### config.mk
export PLATFORM = sky130hd
export DESIGN_NAME = panel_input_conditioner
export DESIGN_NICKNAME = d
export VERILOG_FILES = /design/src/rtl/panel_input_conditioner_pkg.sv /design/src/rtl/panel_input_conditioner_debounce_ch.sv /design/src/rtl/panel_input_conditioner.sv
export SDC_FILE = /design/constraint.sdc
export NUM_CORES = 1
export LEC_CHECK = 0
export ABC_CLOCK_PERIOD_IN_PS = 7500
export CAP_MARGIN = 5
export CORE_ASPECT_RATIO = 0.6
export CORE_UTILIZATION = 45
export CTS_CLUSTER_DIAMETER = 100
export CTS_CLUSTER_SIZE = 28
export DETAILED_ROUTE_END_ITERATION = 10
export PLACE_DENSITY = 0.61
export SKIP_LAST_GASP = 1
export SLEW_MARGIN = 30
export SYNTH_ARGS = -nofsm -noshare
export SYNTH_HDL_FRONTEND = slang
export SYNTH_SLANG_ARGS = --single-unit
### constraint.sdc
create_clock -name clk -period 7.5 [get_ports clk]
set_input_delay 1.5 -clock clk [delete_from_list [all_inputs] [get_ports clk]]
set_output_delay 1.5 -clock clk [all_outputs]
set_load 0.01 [all_outputs]
### src/rtl/panel_input_conditioner_pkg.sv
// panel_pkg: shared widths and default debounce settings for the panel input conditioner
package panel_pkg;
    localparam int NUM_SW = 4;
    localparam int NUM_DP = 4;
    localparam int SEL_W = 3;
    localparam int DB_CYCLES_DEFAULT = 50000;
    localparam int CNT_W_DEFAULT = 16;
endpackage

### src/rtl/panel_input_conditioner_debounce_ch.sv
// debounce_ch: single-bit two-flop synchronizer followed by a consecutive-difference debouncer
module debounce_ch #(
    parameter int DB_CYCLES = 50000,
    parameter int CNT_W = 16
) (
    input  logic clk,
    input  logic rst,
    input  logic raw,
    output logic stable
);
    logic [1:0] sync;
    logic [CNT_W-1:0] cnt;
    // synchronize raw, then accept the new level only after DB_CYCLES consecutive differing clocks
    always_ff @(posedge clk or posedge rst) begin
        if (rst) begin
            sync <= '0;
            cnt <= '0;
            stable <= 1'b0;
        end else begin
            sync <= {sync[0], raw};
            if (sync[1] == stable) begin
                cnt <= '0;
            end else if (cnt == CNT_W'(DB_CYCLES - 1)) begin
                stable <= sync[1];
                cnt <= '0;
            end else begin
                cnt <= cnt + 1'b1;
            end
        end
    end
endmodule

### src/rtl/panel_input_conditioner.sv
// panel_input_conditioner: debounces switches and buttons and steps the function-select code
module panel_input_conditioner
    import panel_pkg::*;
#(
    parameter int DB_CYCLES = DB_CYCLES_DEFAULT,
    parameter int CNT_W = CNT_W_DEFAULT
) (
    input  logic             clk,
    input  logic             rst,
    input  logic [NUM_SW-1:0] sw_raw,
    input  logic [NUM_DP-1:0] dp_raw,
    input  logic             step_raw,
    output logic [NUM_SW-1:0] sw,
    output logic [NUM_DP-1:0] dp,
    output logic [SEL_W-1:0]  s,
    output logic             step_pulse
);
    logic stable_step;
    logic step_prev;
    for (genvar i = 0; i < NUM_SW; i++) begin : g_sw
        debounce_ch #(.DB_CYCLES(DB_CYCLES), .CNT_W(CNT_W)) u_db (
            .clk(clk), .rst(rst), .raw(sw_raw[i]), .stable(sw[i])
        );
    end
    for (genvar i = 0; i < NUM_DP; i++) begin : g_dp
        debounce_ch #(.DB_CYCLES(DB_CYCLES), .CNT_W(CNT_W)) u_db (
            .clk(clk), .rst(rst), .raw(dp_raw[i]), .stable(dp[i])
        );
    end
    debounce_ch #(.DB_CYCLES(DB_CYCLES), .CNT_W(CNT_W)) u_step (
        .clk(clk), .rst(rst), .raw(step_raw), .stable(stable_step)
    );
    // a debounced press (rise only) emits one pulse and advances s, wrapping modulo 8
    always_ff @(posedge clk or posedge rst) begin
        if (rst) begin
            step_prev <= 1'b0;
            step_pulse <= 1'b0;
            s <= '0;
        end else begin
            step_prev <= stable_step;
            step_pulse <= stable_step & ~step_prev;
            s <= (stable_step & ~step_prev) ? s + 1'b1 : s;
        end
    end
endmodule

Word level (Yosys, flattened, before mapping) --
Cells that the tools add are included.
Word-level totals: logic and storage cells 96, register bits 176, output and inout bits 12, input port bits 11
Cells by class: bitwise logic cells 11, eq/ne operators 18, muxes and demuxes 18, $add $sub $neg 10, reduce and logical (&&, ||, !) cells 9
Operator list (number):
- $mux W16 | 18
- $add A16 B1 Y16 const B | 9
- $eq A16 B16 Y1 const B | 9
- $reduce_and A2 Y1 | 9
- $not A1 Y1 | 10
- $eq A1 B1 Y1 | 9
- $add A3 B1 Y3 const B | 1
- $and A1 B1 Y1 | 1

Logic depth before layout (Yosys ltp) --
depth in word-level cells 3, gate-level depth with buffers 6, depth with buffers taken out 5

Modules after synthesis --
Synthesis repeated with hierarchy kept, for this count alone.
Second synthesis, totals: cell total of the unflattened synthesis 795, area total of the unflattened synthesis 9034.9 sq um
Modules (own cells, without submodules):
- debounce_ch | area an instance 982.2 sq um, cells an instance 87, instances 9
- panel_input_conditioner | area an instance 195.2 sq um, cells an instance 12, instances 1

Worst setup path after synthesis --
No wires, ideal clock.
path kind register to output, start register g_sw[3].u_db.stable, end output port sw[3], path buffers 1, cell stages (with the launch flop) 2, required time 6.000 ns, data arrival time 0.517 ns, path slack 5.483 ns, path through dfrtp_1 > buf_4
RTL lines:
- from (decl) | RTL line panel_input_conditioner_debounce_ch.sv:9 | output logic stable
- from (signal assigned) | RTL line panel_input_conditioner_debounce_ch.sv:24 | stable <= sync[1];
- to (decl) | RTL line panel_input_conditioner.sv:13 | output logic [NUM_SW-1:0] sw,
No word-level cell between the ends.

==> flow_metrics.env <==
export IMPL_grt_util_all_layers_pct=17.5
export IMPL_synthCells=787
export IMPL_critical_path_endpoint_type="async pin"
export IMPL_clock_input_transition_at_the_sequential_cells_of_the_worst_setup_and_hold_paths_ns=0.07
export IMPL_report_final_slew_viol_count=0
export IMPL_final_setup_skew_ns=0.0101
export IMPL_htreeDepth=4
export IMPL_max_cap_violations=0
export IMPL_power_density_cell_area_mw_per_mm2=209
export IMPL_drt_pre_antenna_iters=5
export IMPL_clock_tree_root_cell="clkbuf_16"
export IMPL_postSynthAreaPerCell_um2=10.4
export IMPL_timing_critical_path_cells="clkdlybuf4s50_1 -> inv_8 -> buf_4"
export IMPL_timing_slew_headroom_pct=40.7
export IMPL_worst_hold_path_type="reg2reg"
export IMPL_final_hold_violation_count=0
export IMPL_p_leak_nw=3.73
export IMPL_number_of_antenna_violations_at_the_first_check_in_global_routing=0
export IMPL_floorplan_core_area_mm2=0.0175
export IMPL_cts_setup_buffers=0
export IMPL_tritoncts="yes"
export IMPL_synth_edf_count=0
export IMPL_drive_gt1_share_pct=6.55
export IMPL_boundaryPins=23
export IMPL_die_ht_um=107
export IMPL_power_ir_vdd_worst_v=0.000153
export IMPL_crit_required_ns=7.95
export IMPL_initial_utilization_pct=46.9
export IMPL_run_status="finished, final reports clean"
export IMPL_n_antenna_cell=0
export IMPL_clock_insertion_delay_at_the_later_pin_of_the_skew_report_ns=0.42
export IMPL_ctsLongestPathBuffers=2
export IMPL_ctsResizeCount=0
export IMPL_clock_sinks=176
export IMPL_post_dp_hpwl_um=10300
export IMPL_count_of_port_buffers_added_during_placement=22
export IMPL_area_delta_synth_final_pct=12.2
export IMPL_whs_path_depth=0
export IMPL_number_of_global_route_vias_before_repair=5464
export IMPL_floorplan_die_width_um=176
export IMPL_fin_crit_sh_pct=39.3
export IMPL_post_syn_nets=808
export IMPL_numCtsBuffers=17
export IMPL_crit_path_max_fanout=109
export IMPL_setup_violations_final=0
export IMPL_grt_start_max_net_pins=110
export IMPL_critical_path_cell_count=3
export IMPL_synth_top_cell_area_share_pct=53.7
export IMPL_finish_net_count=832
export IMPL_globalRoute_totalOverflow=0
export IMPL_cp_num_buf_inv=3
export IMPL_crit_slowest_cell="buf_4"
export IMPL_worst_pin_slew_ns=0.886
export IMPL_row_count=37
export IMPL_via_per_inst=5.40
export IMPL_netlist_cell_type_count=39
export IMPL_seq_area_frac_synth_pct=53.7
export IMPL_totalNegativeSetupSlack_ns=0
export IMPL_yosysTopAreaCell="dfrtp_1"
export IMPL_route_vias_total=5708
export IMPL_hold_buffers=0
export IMPL_synth_area_mm2=0.00820
export IMPL_mostFrequentLayoutCells="176 x dfrtp_1, 161 x nor2_1, 101 x xnor2_1, 54 x nand3_1, 43 x nor4_1"
export IMPL_first_iter_violations=404
export IMPL_rsz0062_at_grt="no"
export IMPL_grt_pass1_wl_um=26300
export IMPL_cp_data_arrival_time_ns=3.40
export IMPL_ys_warnings_count=0
export IMPL_cp_top_family="buffers and inverters"
export IMPL_length_in_cells_of_the_worst_reg_to_reg_path=4
export IMPL_post_synth_main_area_contributors="dfrtp_1 54%, xnor2_1 11%, nor2_1 7.4%"
export IMPL_total_power_mw=1.93
export IMPL_timing_final_crit_period_ns=2.95
export IMPL_design_die_area_mm2=0.0188
export IMPL_detail_route_wirelength_um=15100
export IMPL_routed_wire_length_per_instance_um=14.3
export IMPL_slowest_delay_ns=0.78
export IMPL_asyncSetResetFlopFracSynth_pct=100
export IMPL_critPathLaunchType="input pin"
export IMPL_final_common_cell="dfrtp_1"
export IMPL_criticalPathCategory="in2async"
export IMPL_synth_ff_type="dfrtp_1"
export IMPL_gp_congestion=0.825
export IMPL_synth_seq_cells=176
export IMPL_remaining_drc_errors=0
export IMPL_antenna_violating_nets_post_route=0
export IMPL_filler_cell_count=1526
export IMPL_max_clock_freq_mhz=339
## synthesized netlist by cell type, types with 9 or more instances
| library cell | count |
|---|---|
| inv_1 | 26 |
| xor2_1 | 31 |
| ha_1 | 10 |
| and3_1 | 12 |
| nor2_1 | 161 |
| buf_4 | 10 |
| nand3_1 | 54 |
| nor3_1 | 25 |
| nand4_1 | 33 |
| dfrtp_1 | 176 |
| xnor2_1 | 101 |
| nor4_1 | 43 |
| nand2_1 | 39 |
| mux2_2 | 9 |
## per-stage QoR
| stage | setup WS [ns] | cells | instance area, µm² | hold slack (ns) | utilization, % |
|---|---|---|---|---|---|
| floorplan | 1.23 | 787 | 8200 | 0.331 | - |
| global placement | 3.87 | 1026 | 8600 | 0.332 | 49.2 |
| detailed placement | 3.82 | 1026 | 8600 | 0.340 | 49.2 |
| CTS | 4.28 | 1058 | 9200 | 0.357 | 52.6 |
| global route | 4.24 | 1058 | 9200 | 0.359 | 52.6 |
| finish | 4.55 | 1058 | 9200 | 0.352 | 52.6 |
## flip-flops by register name, summed over array words and instances (netlist names), 2 cells and up
signal and cells:
g_dp.u_db.sync 8, g_sw.u_db.sync 8, g_sw.u_db.cnt 64, g_sw.u_db.stable 4, u_step.sync 2, u_step.cnt 16
s 3, g_dp.u_db.cnt 64, g_dp.u_db.stable 4
## layer usage
layer | vias to the layer above | GRT usage [%] | wire length [µm]
li1 | 2765 | - | -
met1 | 2819 | 25.6 | 7860
met2 | 102 | 25.6 | 6500
met3 | 22 | 3.93 | 618
met4 | 0 | 5.96 | 160
met5 | - | 0 | 0
## final cells by class
cell class,count,area (µm²),share of cell area (%)
Clock inverter,15,169,1.84
Timing Repair Buffer,23,228,2.48
Inverter,26,105,1.14
Multi-Input combinational cell,567,3580,38.9
Sequential cell,176,4400,47.9
Clock buffer,17,425,4.62
Tap cell,234,293,3.18
## report_power, final
part	leakage [nW]	internal (mW)	switching (mW)
sequential	2.39	0.965	0.0154
clock	0.292	0.477	0.406
combinational	1.04	0.0199	0.0414
## cell families after synthesis
| kind of cell | count (synthesis) | synth area share [%] |
|---|---|---|
| compound gates | 14 | 2.33 |
| xor+xnor | 132 | 14.1 |
| fa+ha+maj | 10 | 1.53 |
| buf+inv | 44 | 2.67 |
| flops | 176 | 53.7 |
| mux | 10 | 1.42 |
| simple gates | 401 | 24.2 |
## worst paths after layout
path                                      start                   end  slack, ns
max                                         rst         u_step.cnt[9]       4.55
min                        g_dp[3].u_db.sync[0]  g_dp[3].u_db.sync[1]       0.35
max reg2reg                g_sw[0].u_db.cnt[12]  g_sw[0].u_db.cnt[15]       5.34
min reg2reg                g_dp[3].u_db.sync[0]  g_dp[3].u_db.sync[1]       0.35
max in group clk                           s[0]                  s[0]       4.56
min in group asynchronous                   rst  g_sw[3].u_db.sync[0]       1.64
## worst reg2reg max path, stage by stage (launching register included)
cell,delay [ns]
dfrtp_1,0.42
nor4b_1,0.41
nand3b_1,0.20
o41ai_4,0.85
nor2_1,0.13
No activity file was read; power rests on OpenSTA's default activity.
==> variant 1, RTL diff (config.mk and constraints unchanged) <==
Make the reset (`rst`) synchronous in 2 clocked blocks.
--- a/src/rtl/panel_input_conditioner_debounce_ch.sv
+++ b/src/rtl/panel_input_conditioner_debounce_ch.sv
@@ -13,3 +13,3 @@
     // synchronize raw, then accept the new level only after DB_CYCLES consecutive differing clocks
-    always_ff @(posedge clk or posedge rst) begin
+    always_ff @(posedge clk) begin
         if (rst) begin
--- a/src/rtl/panel_input_conditioner.sv
+++ b/src/rtl/panel_input_conditioner.sv
@@ -33,3 +33,3 @@
     // a debounced press (rise only) emits one pulse and advances s, wrapping modulo 8
-    always_ff @(posedge clk or posedge rst) begin
+    always_ff @(posedge clk) begin
         if (rst) begin
Formal check against the unedited RTL: same outputs for any inputs over 10 cycles, from zero or initial values and one cycle with rst high; that may be too few to reach the edited logic, so the function may still have changed.
==> variant 1 against the original RTL <==
  * Area after synthesis decreased by 8.9%
  * Wire length down 9.7%
  * Via count decreased by 3.7%
  * Sequential cell count unchanged
  * Cell area decreased by 9.0%
  * Final cell count stayed put
  * Count of clock-buffer cells in the layout is the same
  * Setup slack better by 0.059 ns
  * Critical path type is now reg -> out
  * Critical endpoint is now sw[0]
Power is not compared: it rests on default switching activity, and its combinational part moved more than twofold at a synthesized area within 25%.
==> variant 1: results (changes against the original RTL) <==
vias: 5499  # was 5708
grt_util_met2_pct: 26.0  # was 25.6%
dpl.hpwl_um: 9550  # was 10300 um
multi_input_area_share_pct: 43.7  # was 38.9%
grtUsageTotal_pct: 16.9  # was 17.5%
grt_max_degree: 47  # was 110
finalClockSkew_ns: 0.0130  # was 0.0101 ns
signal_buffers: 23  # unchanged
worstPathArrival_ns: 1.39  # was 3.40 ns
nets: 857  # was 832
drt-met1-wl_um: 7190  # was 7860 um
met3_usage_pct: 3.48  # was 3.93%
first_pass_iters: 4  # was 5
numCtsBuffers: 17  # unchanged
synth_common_cells: "dfxtp_1, nor2_1, xnor2_1"  # was dfrtp_1, nor2_1, xnor2_1
grt_pass1_wl_um: 23600  # was 26300 um
antennaDiodeCount: 0  # unchanged
register_area_um2: 3520  # was 4400 um2
syn_nets: 842  # was 808
status: "finished clean"  # unchanged
endpoint: "sw[0]"  # was u_step.cnt[9]
async_flop_share_pct: 0  # was 100%
wl_per_cell_um: 12.9  # was 14.3 um
synth_mux_area_share_pct: 1.34  # was 1.42%
final_layout_size_suffix_gt1_share_pct: 5.06  # was 6.55%
r2r_end: "g_dp[1].u_db.cnt[8]"  # was g_sw[0].u_db.cnt[15]
cp-startpoint: "g_sw[0].u_db.stable"  # was rst
synth_adder_area_share_pct: 1.68  # was 1.53%
ys.flop_type: "dfxtp_1"  # was dfrtp_1
grt_pass1_vias: 5193  # was 5464
final_area_um2: 8370  # was 9200 um2
crit_path_max_fanout: 3  # was 109
critPathSlowestCell: "clkdlybuf4s50_1"  # was buf_4
synth_seq_area_share_pct: 47.2  # was 53.7%
fin_crit_sh_pct: 38.5  # was 39.3%
ys_top_cells_by_area: "dfxtp_1, xnor2_1, nor2_1, nor4_1, nand3_1"  # was dfrtp_1, xnor2_1, nor2_1, xor2_1, nand3_1
ff2ff_setup_slack_ns: 5.39  # was 5.34 ns
multi_input_comb_cells: 592  # was 567
crit_family: "buffers and inverters"  # unchanged
drtIter0Drc: 269  # was 404
placed_area_um2: 7760  # was 8600 um2
gp_congestion: 0.836  # was 0.825
synth-compound-area-share_pct: 0.0670  # was 2.33%
n_sequential_cell: 176  # unchanged
wl_met3_um: 489  # was 618 um
grt_util_met1_pct: 23.3  # was 25.6%
syn_avg_cell_area_um2: 9.10  # was 10.4 um2
wl_met2_um: 5850  # was 6500 um
clk_share_pct: 7.26  # was 6.46%
rr_startpoint: "g_dp[1].u_db.cnt[11]"  # was g_sw[0].u_db.cnt[12]
relSlewSlack_pct: 63.5  # was 40.7%
synth-xor-area-share_pct: 15.9  # was 14.1%
place_ws_ns: 4.68  # was 3.82 ns
cpPeakStageDelay_ns: 0.62  # was 0.78 ns
variant 1: cell count changes in the layout (fill, tap and decap cells not counted), moves of 9 or more:
cell	before	now
dfrtp_1	176	0
dfxtp_1	0	176
nor2b_1	1	21
xnor2_1	101	117
nor3_1	25	38
xor2_1	31	19
mux2i_1	0	10
nor2_1	161	171
mux2_2	9	0
variant 1: how the worst min path moves through the flow:
stage / from / end / slack, ns / cells past startpoint
finish: step_prev / step_pulse / 0.42 / 1
global route: g_sw[1].u_db.sync[0] / g_sw[1].u_db.sync[1] / 0.46 / 1
CTS: step_prev / step_pulse / 0.43 / 1
detailed placement: g_sw[2].u_db.sync[0] / g_sw[2].u_db.sync[1] / 0.42 / 1
global placement: g_sw[3].u_db.sync[0] / g_sw[3].u_db.sync[1] / 0.42 / 1
floorplan: step_prev / step_pulse / 0.39 / 1
==> variant 2, RTL diff (config.mk and constraints unchanged) <==
Made on the original files. Change the package constant `SEL_W` from 3 to 4.
--- a/src/rtl/panel_input_conditioner_pkg.sv
+++ b/src/rtl/panel_input_conditioner_pkg.sv
@@ -4,3 +4,3 @@
     localparam int NUM_DP = 4;
-    localparam int SEL_W = 3;
+    localparam int SEL_W = 4;
     localparam int DB_CYCLES_DEFAULT = 50000;
Interface: changed (resized s); port bits go from 23 to 24. The function was not compared with the original's and may differ.
==> variant 2 against the original RTL <==
  * Count of clock-buffer cells in the layout increased by 3
  * Total power rose by 3.2%
  * Wire length is 0.92% lower
  * Synthesized cell count fell by 0.76%
  * Via count down 2.0%
  * Area after synthesis is 0.89% lower
  * Largest cell class unchanged
  * Sequential cell count is 1 higher
  * Non-clock buffer count rose by 1
  * Final cell count down 0.47%
  * Setup slack got worse by 0.012 ns
  * Hold slack worse by 0.0047 ns
  * Combinational power shrank 4.7%
  * Cell area is essentially flat
==> variant 2: results (changes against the original RTL) <==
r2r_end: "u_step.stable"  # was g_sw[0].u_db.cnt[15]
synth_adder_area_share_pct: 1.54  # was 1.53%
synth-xor-area-share_pct: 14.0  # was 14.1%
synth_common_cells: "dfrtp_1, nor2_1, xnor2_1"  # unchanged
yosysUniqueCellTypes: 36  # was 39
grt_pass1_wl_um: 26000  # was 26300 um
synth_seq_area_share_pct: 54.5  # was 53.7%
synth_mux_area_share_pct: 1.43  # was 1.42%
nFillCells: 1572  # was 1526
vias: 5593  # was 5708
gp_congestion: 0.843  # was 0.825
final_layout_size_suffix_gt1_share_pct: 6.23  # was 6.55%
grt_max_degree: 113  # was 110
first_pass_iters: 4  # was 5
leakagePower_nw: 3.71  # was 3.73 nW
vdd_drop_max_mv: 0.164  # was 0.153 mV
rr_startpoint: "u_step.cnt[5]"  # was g_sw[0].u_db.cnt[12]
drtIter0Drc: 335  # was 404
ys_top_cells_by_area: "dfrtp_1, xnor2_1, nor2_1, xor2_1, nand3_1"  # unchanged
crit_path_max_fanout: 112  # was 109
placed_cells: 1021  # was 1026
p_int_mw: 1.55  # was 1.46 mW
finalClockSkew_ns: 0.0116  # was 0.0101 ns
synth-compound-area-share_pct: 1.00  # was 2.33%
worstHoldStart: "g_dp[0].u_db.sync[0]"  # was g_dp[3].u_db.sync[0]
grtUsageTotal_pct: 17.3  # was 17.5%
reg2reg_depth: 3  # was 4
hold_end: "g_dp[0].u_db.sync[1]"  # was g_dp[3].u_db.sync[1]
io_buffers: 23  # was 22
worstPathArrival_ns: 3.41  # was 3.40 ns
holdWs_ns: 0.348  # was 0.352 ns
status: "finished clean"  # unchanged
relSlewSlack_pct: 45.5  # was 40.7%
dpl.hpwl_um: 9870  # was 10300 um
syn_nets: 802  # was 808
grt_pass1_vias: 5306  # was 5464
## variant 2: cell families after synthesis
family,Yosys count
AND/OR/NAND/NOR,398
flip-flops,177
XOR/XNOR,130
buffers and inverters,42
AO/OA/AOI/OAI,14
multiplexers,10
adder cells (fa/ha/maj),10
## variant 2: power by group through the flow
stage                     sequential, mW  combinational [mW]  clock (mW)
after floorplan                     1.00              0.0424           0
final                              0.986              0.0584       0.944
after global routing               0.988              0.0684        1.01
after CTS                          0.986              0.0607       0.969
after global placement              1.00              0.0580           0
after detailed placement            1.00              0.0601           0
## variant 2: worst max-delay path by stage
stage,to,slack [ns],from
4_1_cts,g_sw[2].u_db.cnt[4],4.27,rst
5_1_grt,g_sw[2].u_db.cnt[4],4.24,rst
2_1_floorplan,g_dp[0].u_db.cnt[0],1.20,rst
6_report,g_sw[2].u_db.cnt[12],4.54,rst
3_3_place_gp,g_sw[2].u_db.sync[1],3.88,rst
3_5_place_dp,g_sw[2].u_db.cnt[1],3.83,rst
## variant 2: layout make-up
class                      instances  share of cell area, %
clock buffer                      20                   5.08
inverter                          24                   1.06
timing repair buffer              24                   2.59
clock inverter                    12                   1.84
multi-input combinational        562                   38.1
tap                              234                   3.18
sequential                       177                   48.2
## variant 2: metal layers
layer	vias up	share of wire [%]	wire, um	GRT usage (%)
li1	2739	-	-	-
met1	2760	54	8040	26.3
met2	81	42	6280	24.2
met3	13	3.6	539	4.18
met4	0	0.85	127	5.03
met5	-	0	0	0
## variant 2: worst max-delay path: stages
cell and delay (ns):
clkdlybuf4s50_1 0.50, inv_8 0.55, buf_4 0.76
## variant 2: through the flow
step           utilization [%]  setup WS (ns)
2_1_floorplan                -           1.20
3_3_place_gp              49.2           3.88
3_5_place_dp              49.2           3.83
4_1_cts                   52.8           4.27
5_1_grt                   52.8           4.24
6_report                  52.8           4.54
